`src/rtl/cdb_arbiter_if.sv`:
```
// cdb_arbiter_if: producer result ports, flush and the common data bus broadcast
interface cdb_arbiter_if #(
  parameter int RoB_WIDTH = 8
);
  logic                 RSCDB_en;
  logic [RoB_WIDTH-1:0] RSCDB_RoB_index;
  logic [31:0]          RSCDB_value;
  logic                 CDBRS_full;
  logic                 LSBCDB_en;
  logic [RoB_WIDTH-1:0] LSBCDB_RoB_index;
  logic [31:0]          LSBCDB_value;
  logic                 CDBLSB_full;
  logic                 RoBCDB_flush;
  logic                 CDB_en;
  logic [RoB_WIDTH-1:0] CDB_RoB_index;
  logic [31:0]          CDB_value;
  logic                 CDB_src;
  logic                 CDB_overflow;
  modport master (
    output RSCDB_en, RSCDB_RoB_index, RSCDB_value,
    output LSBCDB_en, LSBCDB_RoB_index, LSBCDB_value,
    output RoBCDB_flush,
    input  CDBRS_full, CDBLSB_full,
    input  CDB_en, CDB_RoB_index, CDB_value, CDB_src, CDB_overflow
  );
  modport slave (
    input  RSCDB_en, RSCDB_RoB_index, RSCDB_value,
    input  LSBCDB_en, LSBCDB_RoB_index, LSBCDB_value,
    input  RoBCDB_flush,
    output CDBRS_full, CDBLSB_full,
    output CDB_en, CDB_RoB_index, CDB_value, CDB_src, CDB_overflow
  );
endinterface

```
`src/rtl/cdb_arbiter.sv`:
```
// cdb_arbiter: per-producer result FIFOs round-robin arbitrated onto one registered common data bus
module cdb_arbiter #(
  parameter int RoB_WIDTH  = 8,
  parameter int FIFO_DEPTH = 4,
  parameter int FIFO_AW    = 2
) (
  input logic          clk,
  input logic          rst_n,
  input logic          rdy,
  cdb_arbiter_if.slave bus
);
  localparam int EW = RoB_WIDTH + 32;
  localparam logic [FIFO_AW:0] DEPTH = (FIFO_AW+1)'(FIFO_DEPTH);
  logic [EW-1:0]        mem [2][FIFO_DEPTH];
  logic [EW-1:0]        din [2];
  logic [FIFO_AW-1:0]   wr_ptr [2];
  logic [FIFO_AW-1:0]   rd_ptr [2];
  logic [FIFO_AW:0]     cnt [2];
  logic [1:0]           en_in, full, busy, push, pop;
  logic                 last_grant, gnt, gnt_src;
  logic                 cdb_en, cdb_src, overflow;
  logic [RoB_WIDTH-1:0] cdb_idx;
  logic [31:0]          cdb_val;
  assign en_in  = {bus.LSBCDB_en, bus.RSCDB_en};
  assign din[0] = {bus.RSCDB_RoB_index, bus.RSCDB_value};
  assign din[1] = {bus.LSBCDB_RoB_index, bus.LSBCDB_value};
  for (genvar s = 0; s < 2; s++) begin : g_src
    assign full[s] = cnt[s] == DEPTH;
    assign busy[s] = cnt[s] != '0;
  end
  // full comes from the registered count, so a same-cycle pop never frees room for a push
  assign push    = en_in & ~full;
  assign gnt     = |busy;
  assign gnt_src = &busy ? ~last_grant : busy[1];
  assign pop     = gnt ? (gnt_src ? 2'b10 : 2'b01) : 2'b00;
  always_ff @(posedge clk) begin
    if (rdy && !bus.RoBCDB_flush)
      for (int s = 0; s < 2; s++)
        if (push[s]) mem[s][wr_ptr[s]] <= din[s];
  end
  always_ff @(posedge clk or negedge rst_n) begin
    if (!rst_n) begin
      for (int s = 0; s < 2; s++) begin
        wr_ptr[s] <= '0;
        rd_ptr[s] <= '0;
        cnt[s]    <= '0;
      end
      last_grant <= 1'b1;
      overflow   <= 1'b0;
      cdb_en     <= 1'b0;
      cdb_src    <= 1'b0;
      cdb_idx    <= '0;
      cdb_val    <= '0;
    end else if (bus.RoBCDB_flush) begin
      for (int s = 0; s < 2; s++) begin
        wr_ptr[s] <= '0;
        rd_ptr[s] <= '0;
        cnt[s]    <= '0;
      end
      cdb_en <= 1'b0;
    end else if (rdy) begin
      for (int s = 0; s < 2; s++) begin
        if (push[s]) wr_ptr[s] <= wr_ptr[s] + 1'b1;
        if (pop[s]) rd_ptr[s] <= rd_ptr[s] + 1'b1;
        cnt[s] <= cnt[s] + (FIFO_AW+1)'(push[s]) - (FIFO_AW+1)'(pop[s]);
      end
      if (|(en_in & full)) overflow <= 1'b1;
      cdb_en <= gnt;
      if (gnt) begin
        {cdb_idx, cdb_val} <= mem[gnt_src][rd_ptr[gnt_src]];
        cdb_src            <= gnt_src;
        last_grant         <= gnt_src;
      end
    end
  end
  assign bus.CDBRS_full    = full[0];
  assign bus.CDBLSB_full   = full[1];
  assign bus.CDB_en        = cdb_en;
  assign bus.CDB_RoB_index = cdb_idx;
  assign bus.CDB_value     = cdb_val;
  assign bus.CDB_src       = cdb_src;
  assign bus.CDB_overflow  = overflow;
endmodule

```
`src/flat_wrapper.sv`:
```
// flat-port wrapper written by rule: the top's interface ports become plain ports
module cdb_arbiter_flat 
#(
  parameter int RoB_WIDTH  = 8,
  parameter int FIFO_DEPTH = 4,
  parameter int FIFO_AW    = 2
)
  (clk, rst_n, rdy, bus_RSCDB_en, bus_RSCDB_RoB_index, bus_RSCDB_value, bus_LSBCDB_en, bus_LSBCDB_RoB_index, bus_LSBCDB_value, bus_RoBCDB_flush, bus_CDBRS_full, bus_CDBLSB_full, bus_CDB_en, bus_CDB_RoB_index, bus_CDB_value, bus_CDB_src, bus_CDB_overflow);
  cdb_arbiter_if #(.RoB_WIDTH(RoB_WIDTH)) bus_i ();
  input logic clk;
  input logic rst_n;
  input logic rdy;
  input wire logic [$bits(bus_i.RSCDB_en)-1:0] bus_RSCDB_en;
  input wire logic [$bits(bus_i.RSCDB_RoB_index)-1:0] bus_RSCDB_RoB_index;
  input wire logic [$bits(bus_i.RSCDB_value)-1:0] bus_RSCDB_value;
  input wire logic [$bits(bus_i.LSBCDB_en)-1:0] bus_LSBCDB_en;
  input wire logic [$bits(bus_i.LSBCDB_RoB_index)-1:0] bus_LSBCDB_RoB_index;
  input wire logic [$bits(bus_i.LSBCDB_value)-1:0] bus_LSBCDB_value;
  input wire logic [$bits(bus_i.RoBCDB_flush)-1:0] bus_RoBCDB_flush;
  output wire logic [$bits(bus_i.CDBRS_full)-1:0] bus_CDBRS_full;
  output wire logic [$bits(bus_i.CDBLSB_full)-1:0] bus_CDBLSB_full;
  output wire logic [$bits(bus_i.CDB_en)-1:0] bus_CDB_en;
  output wire logic [$bits(bus_i.CDB_RoB_index)-1:0] bus_CDB_RoB_index;
  output wire logic [$bits(bus_i.CDB_value)-1:0] bus_CDB_value;
  output wire logic [$bits(bus_i.CDB_src)-1:0] bus_CDB_src;
  output wire logic [$bits(bus_i.CDB_overflow)-1:0] bus_CDB_overflow;
  assign bus_i.RSCDB_en = bus_RSCDB_en;
  assign bus_i.RSCDB_RoB_index = bus_RSCDB_RoB_index;
  assign bus_i.RSCDB_value = bus_RSCDB_value;
  assign bus_i.LSBCDB_en = bus_LSBCDB_en;
  assign bus_i.LSBCDB_RoB_index = bus_LSBCDB_RoB_index;
  assign bus_i.LSBCDB_value = bus_LSBCDB_value;
  assign bus_i.RoBCDB_flush = bus_RoBCDB_flush;
  assign bus_CDBRS_full = bus_i.CDBRS_full;
  assign bus_CDBLSB_full = bus_i.CDBLSB_full;
  assign bus_CDB_en = bus_i.CDB_en;
  assign bus_CDB_RoB_index = bus_i.CDB_RoB_index;
  assign bus_CDB_value = bus_i.CDB_value;
  assign bus_CDB_src = bus_i.CDB_src;
  assign bus_CDB_overflow = bus_i.CDB_overflow;
  cdb_arbiter #(.RoB_WIDTH(RoB_WIDTH), .FIFO_DEPTH(FIFO_DEPTH), .FIFO_AW(FIFO_AW)) u_core (.clk(clk), .rst_n(rst_n), .rdy(rdy), .bus(bus_i));
endmodule
```
`config.mk`:
```
export PLATFORM = sky130hd
export DESIGN_NAME = cdb_arbiter_flat
export DESIGN_NICKNAME = d
export VERILOG_FILES = /design/src/rtl/cdb_arbiter_if.sv /design/src/rtl/cdb_arbiter.sv /design/src/flat_wrapper.sv
export SDC_FILE = /design/constraint.sdc
export NUM_CORES = 1
export LEC_CHECK = 0
export CAP_MARGIN = 15
export CORE_ASPECT_RATIO = 0.6
export CORE_MARGIN = 5
export CORE_UTILIZATION = 40
export CTS_CLUSTER_SIZE = 14
export DETAILED_ROUTE_END_ITERATION = 8
export RECOVER_POWER = 50
export SLEW_MARGIN = 20
export SYNTH_ARGS = -nofsm -noshare
export SYNTH_HDL_FRONTEND = slang
export SYNTH_SLANG_ARGS = --single-unit
```
`constraint.sdc`:
```
create_clock -name clk -period 4.65 [get_ports clk]
set_input_delay 1.395 -clock clk [delete_from_list [all_inputs] [get_ports clk]]
set_output_delay 1.395 -clock clk [all_outputs]
set_load 0.02 [all_outputs]
```
==> results.toml <==
[status]
outcome = "complete, but fails checks"
violations = "max-capacitance violations, max-slew violations"

[drt]
vias = 8540
via_per_inst = 5.27
first_pass_iters = 5
routed_wl_um = 38000
ant_nets = 0
drcViolationCount = 0
drtIter0Drc = 903
wl_per_cell_um = 23.4

[power]
peakVddDrop_uv = 371
pwr-share-comb = 0.296
p_int_mw = 7.04
p_leak_nw = 6.11
swShare = 0.325
clkPwrFrac = 0.298
seq_power_share = 0.407
switchingPower_mw = 3.39
power_density_nw_per_um2 = 568

[worst_setup_path]
start_kind = "input port"
critPathArrivalTime_ns = 4.19
critPathSlowestCell = "clkbuf_1"
worstPathRequired_ns = 5.04
worstPathCellList = "dlygate4sd3_1 -> clkbuf_1 -> nor2b_1 -> clkbuf_1 -> o21ai_2 -> buf_4 -> nand2_1 -> o221ai_1"
cpMostUsedCell = "clkbuf_1"
critical-path-max-stage-delay_ns = 0.58
crit_type = "in -> reg"
endpoint_kind = "register"
cp_max_fo = 36

[final_layout]
finish.utilization = 0.489
mostFrequentLayoutCells = "edfxtp_1 (320), mux2i_1 (95), dlygate4sd3_1 (82)"
final_nets = 1179
drive_gt1_frac = 0.147
area_growth_pct = 20.9
final_common_cell = "edfxtp_1"
instances_no_fill = 1620

[global_route]
grt_antenna_before_repair = 3
grt_max_degree = 80
grt_usage = 0.177
grt-ovfl-total = 0
grt_pass1_wl_um = 54700
grt_pass1_vias = 8079

[floorplanning]
dieWidth_um = 262
fp.dieArea_um2 = 42100
initial_utilization = 0.404
core-area_um2 = 37600
ios = 131
rows = 55
die_h_um = 161

[min_path]
hold_path.class = "reg -> reg"

[clocking]
cts_tree = "done"
clock-root-buffer = "clkbuf_16"
htree_levels = 2
postCtsSetupBuffers = 0
clock-sinks = 378
cts.clk_slew.worst_paths_ns = 0.06
holdBufCountCts = 0
cts_buffer_depth = 3
insertion_delay_ns = 0.53
ctsResizeCount = 0
cts_made_buffers = 37

[synth]
ys_ff_latch = 378
yosysTopAreaCell = "edfxtp_1"
synth_cell_types = 49
synth-seq-area-share = 0.728
synth-edff-count = 320
synth_area_leaders = "edfxtp_1 (63%), dfrtp_1 (9.4%), mux2i_1 (6.3%), mux2_2 (4.7%), a21oi_1 (2.5%)"
syn-num-nets = 1049
ys.flop_type = "edfxtp_1"
yosysWarningCount = 0
synth_area_per_cell_um2 = 16.0
syn_area_um2 = 15200
yosys.area.top_type_share = 0.632
async_reset_ff_frac = 0.153
postSynthCellCount = 949

[sta]
rsz0062_at_grt = "no"
hold_violations = 0
post-route-period-util = 0.816
fin_skew_ns = 0.0219
fmaxAchievable_ghz = 0.263
fin_tns_setup_ns = 0
setup_viol = 0
holdWs_ns = 0.503
finalMaxSlewViolations = 61
slew_headroom = -0.216
setup_slack_ns = 0.854
timing.final.crit_period_ns = 3.80
worstMarginPinSlew_ns = 1.82

[place]
place_inst = 1553
port_buffers = 130
pre_cts_ws_ns = 1.16
place_congestion = 0.877
post-dp-hpwl_um = 26500

[run]
cap_violations = 2
==> area by class of cell <==
cell class	count	area (µm²)
sequential	378	11100
clock inverter	18	240
clock buffer	48	1020
antenna	1	2.50
fill	3166	19200
timing repair buffer	154	1560
tap	513	642
multi-input combinational	494	3780
inverter	14	52.6
==> path summary, 6_finish.rpt <==
check	start	to	depth (start not counted)	slack [ns]
max	rdy	u_core.bus.CDB_value[16]	8	0.85
min	u_core.bus.CDB_overflow	u_core.bus.CDB_overflow	1	0.50
max reg2reg	u_core.cnt[4]	u_core.bus.CDB_RoB_index[4]	4	1.79
min reg2reg	u_core.bus.CDB_overflow	u_core.bus.CDB_overflow	1	0.50
max in group asynchronous	rst_n	u_core.bus.CDB_value[29]	2	0.98
min in group asynchronous	rst_n	u_core.cnt[2]	1	1.25
==> cell usage after synthesis, types with 12 or more instances <==
| library cell | count |
|---|---|
| mux2_2 | 64 |
| clkbuf_1 | 25 |
| nor2_1 | 29 |
| and2_1 | 12 |
| edfxtp_1 | 320 |
| nor3_1 | 64 |
| mux2i_1 | 95 |
| a21oi_1 | 77 |
| ha_1 | 12 |
| o221ai_1 | 34 |
| dfrtp_1 | 57 |
| nor4_1 | 13 |
| buf_2 | 22 |
| inv_1 | 13 |
| nand2_1 | 43 |
==> logic make-up (layout without fill, tap and decap cells) <==
| family | after synthesis | after routing | synth area share |
|---|---|---|---|
| AOI/OAI and AO/OA | 132 | 132 | 0.0590 |
| xor gates and xnor gates | 10 | 10 | 0.00576 |
| adders and majority gates | 14 | 14 | 0.0125 |
| buffers and inverters | 77 | 234 | 0.0236 |
| DFF | 378 | 378 | 0.728 |
| muxes | 163 | 163 | 0.116 |
| other | 0 | 1 | 0 |
| and+or+nand+nor | 175 | 175 | 0.0552 |
==> power groups by stage <==
stage	logic, mW	registers (mW)	clock network, mW
after floorplan	1.94	4.36	0
after global placement	3.02	4.31	0
after detailed placement	3.09	4.31	0
after CTS	3.10	4.24	3.17
after global routing	3.35	4.26	3.32
final	3.09	4.24	3.10
==> layer usage <==
metal,part of all wire,routed length (µm),vias to the layer above,GRT usage
met5,0.00055,21,-,0
met4,0.013,493,4,0.0356
met3,0.086,3250,38,0.0480
met2,0.38,14400,295,0.213
met1,0.52,19800,4273,0.309
li1,-,-,3930,-
==> state kept, by name, summed over array words and instances, names as in the netlist, 4 cells and up <==
signal,cells
u_core.rd_ptr,4
u_core.bus.CDB_RoB_index,8
u_core.mem,320
u_core.cnt,6
u_core.bus.CDB_value,32
u_core.wr_ptr,4
==> per-stage QoR <==
stage,total power [mW],area [µm²]
5_1_grt,10.9,18400
6_report,10.4,18400
3_3_place_gp,7.34,17100
3_5_place_dp,7.40,17100
4_1_cts,10.5,18400
2_1_floorplan,6.30,15200
==> worst max-delay path: cells and delay by family <==
kind                   cells  cell delay, ns
and+or+nand+nor            2            0.30
buffers and inverters      4            1.85
AOI/OAI and AO/OA          2            0.61
(Power assumes the default switching activity.)
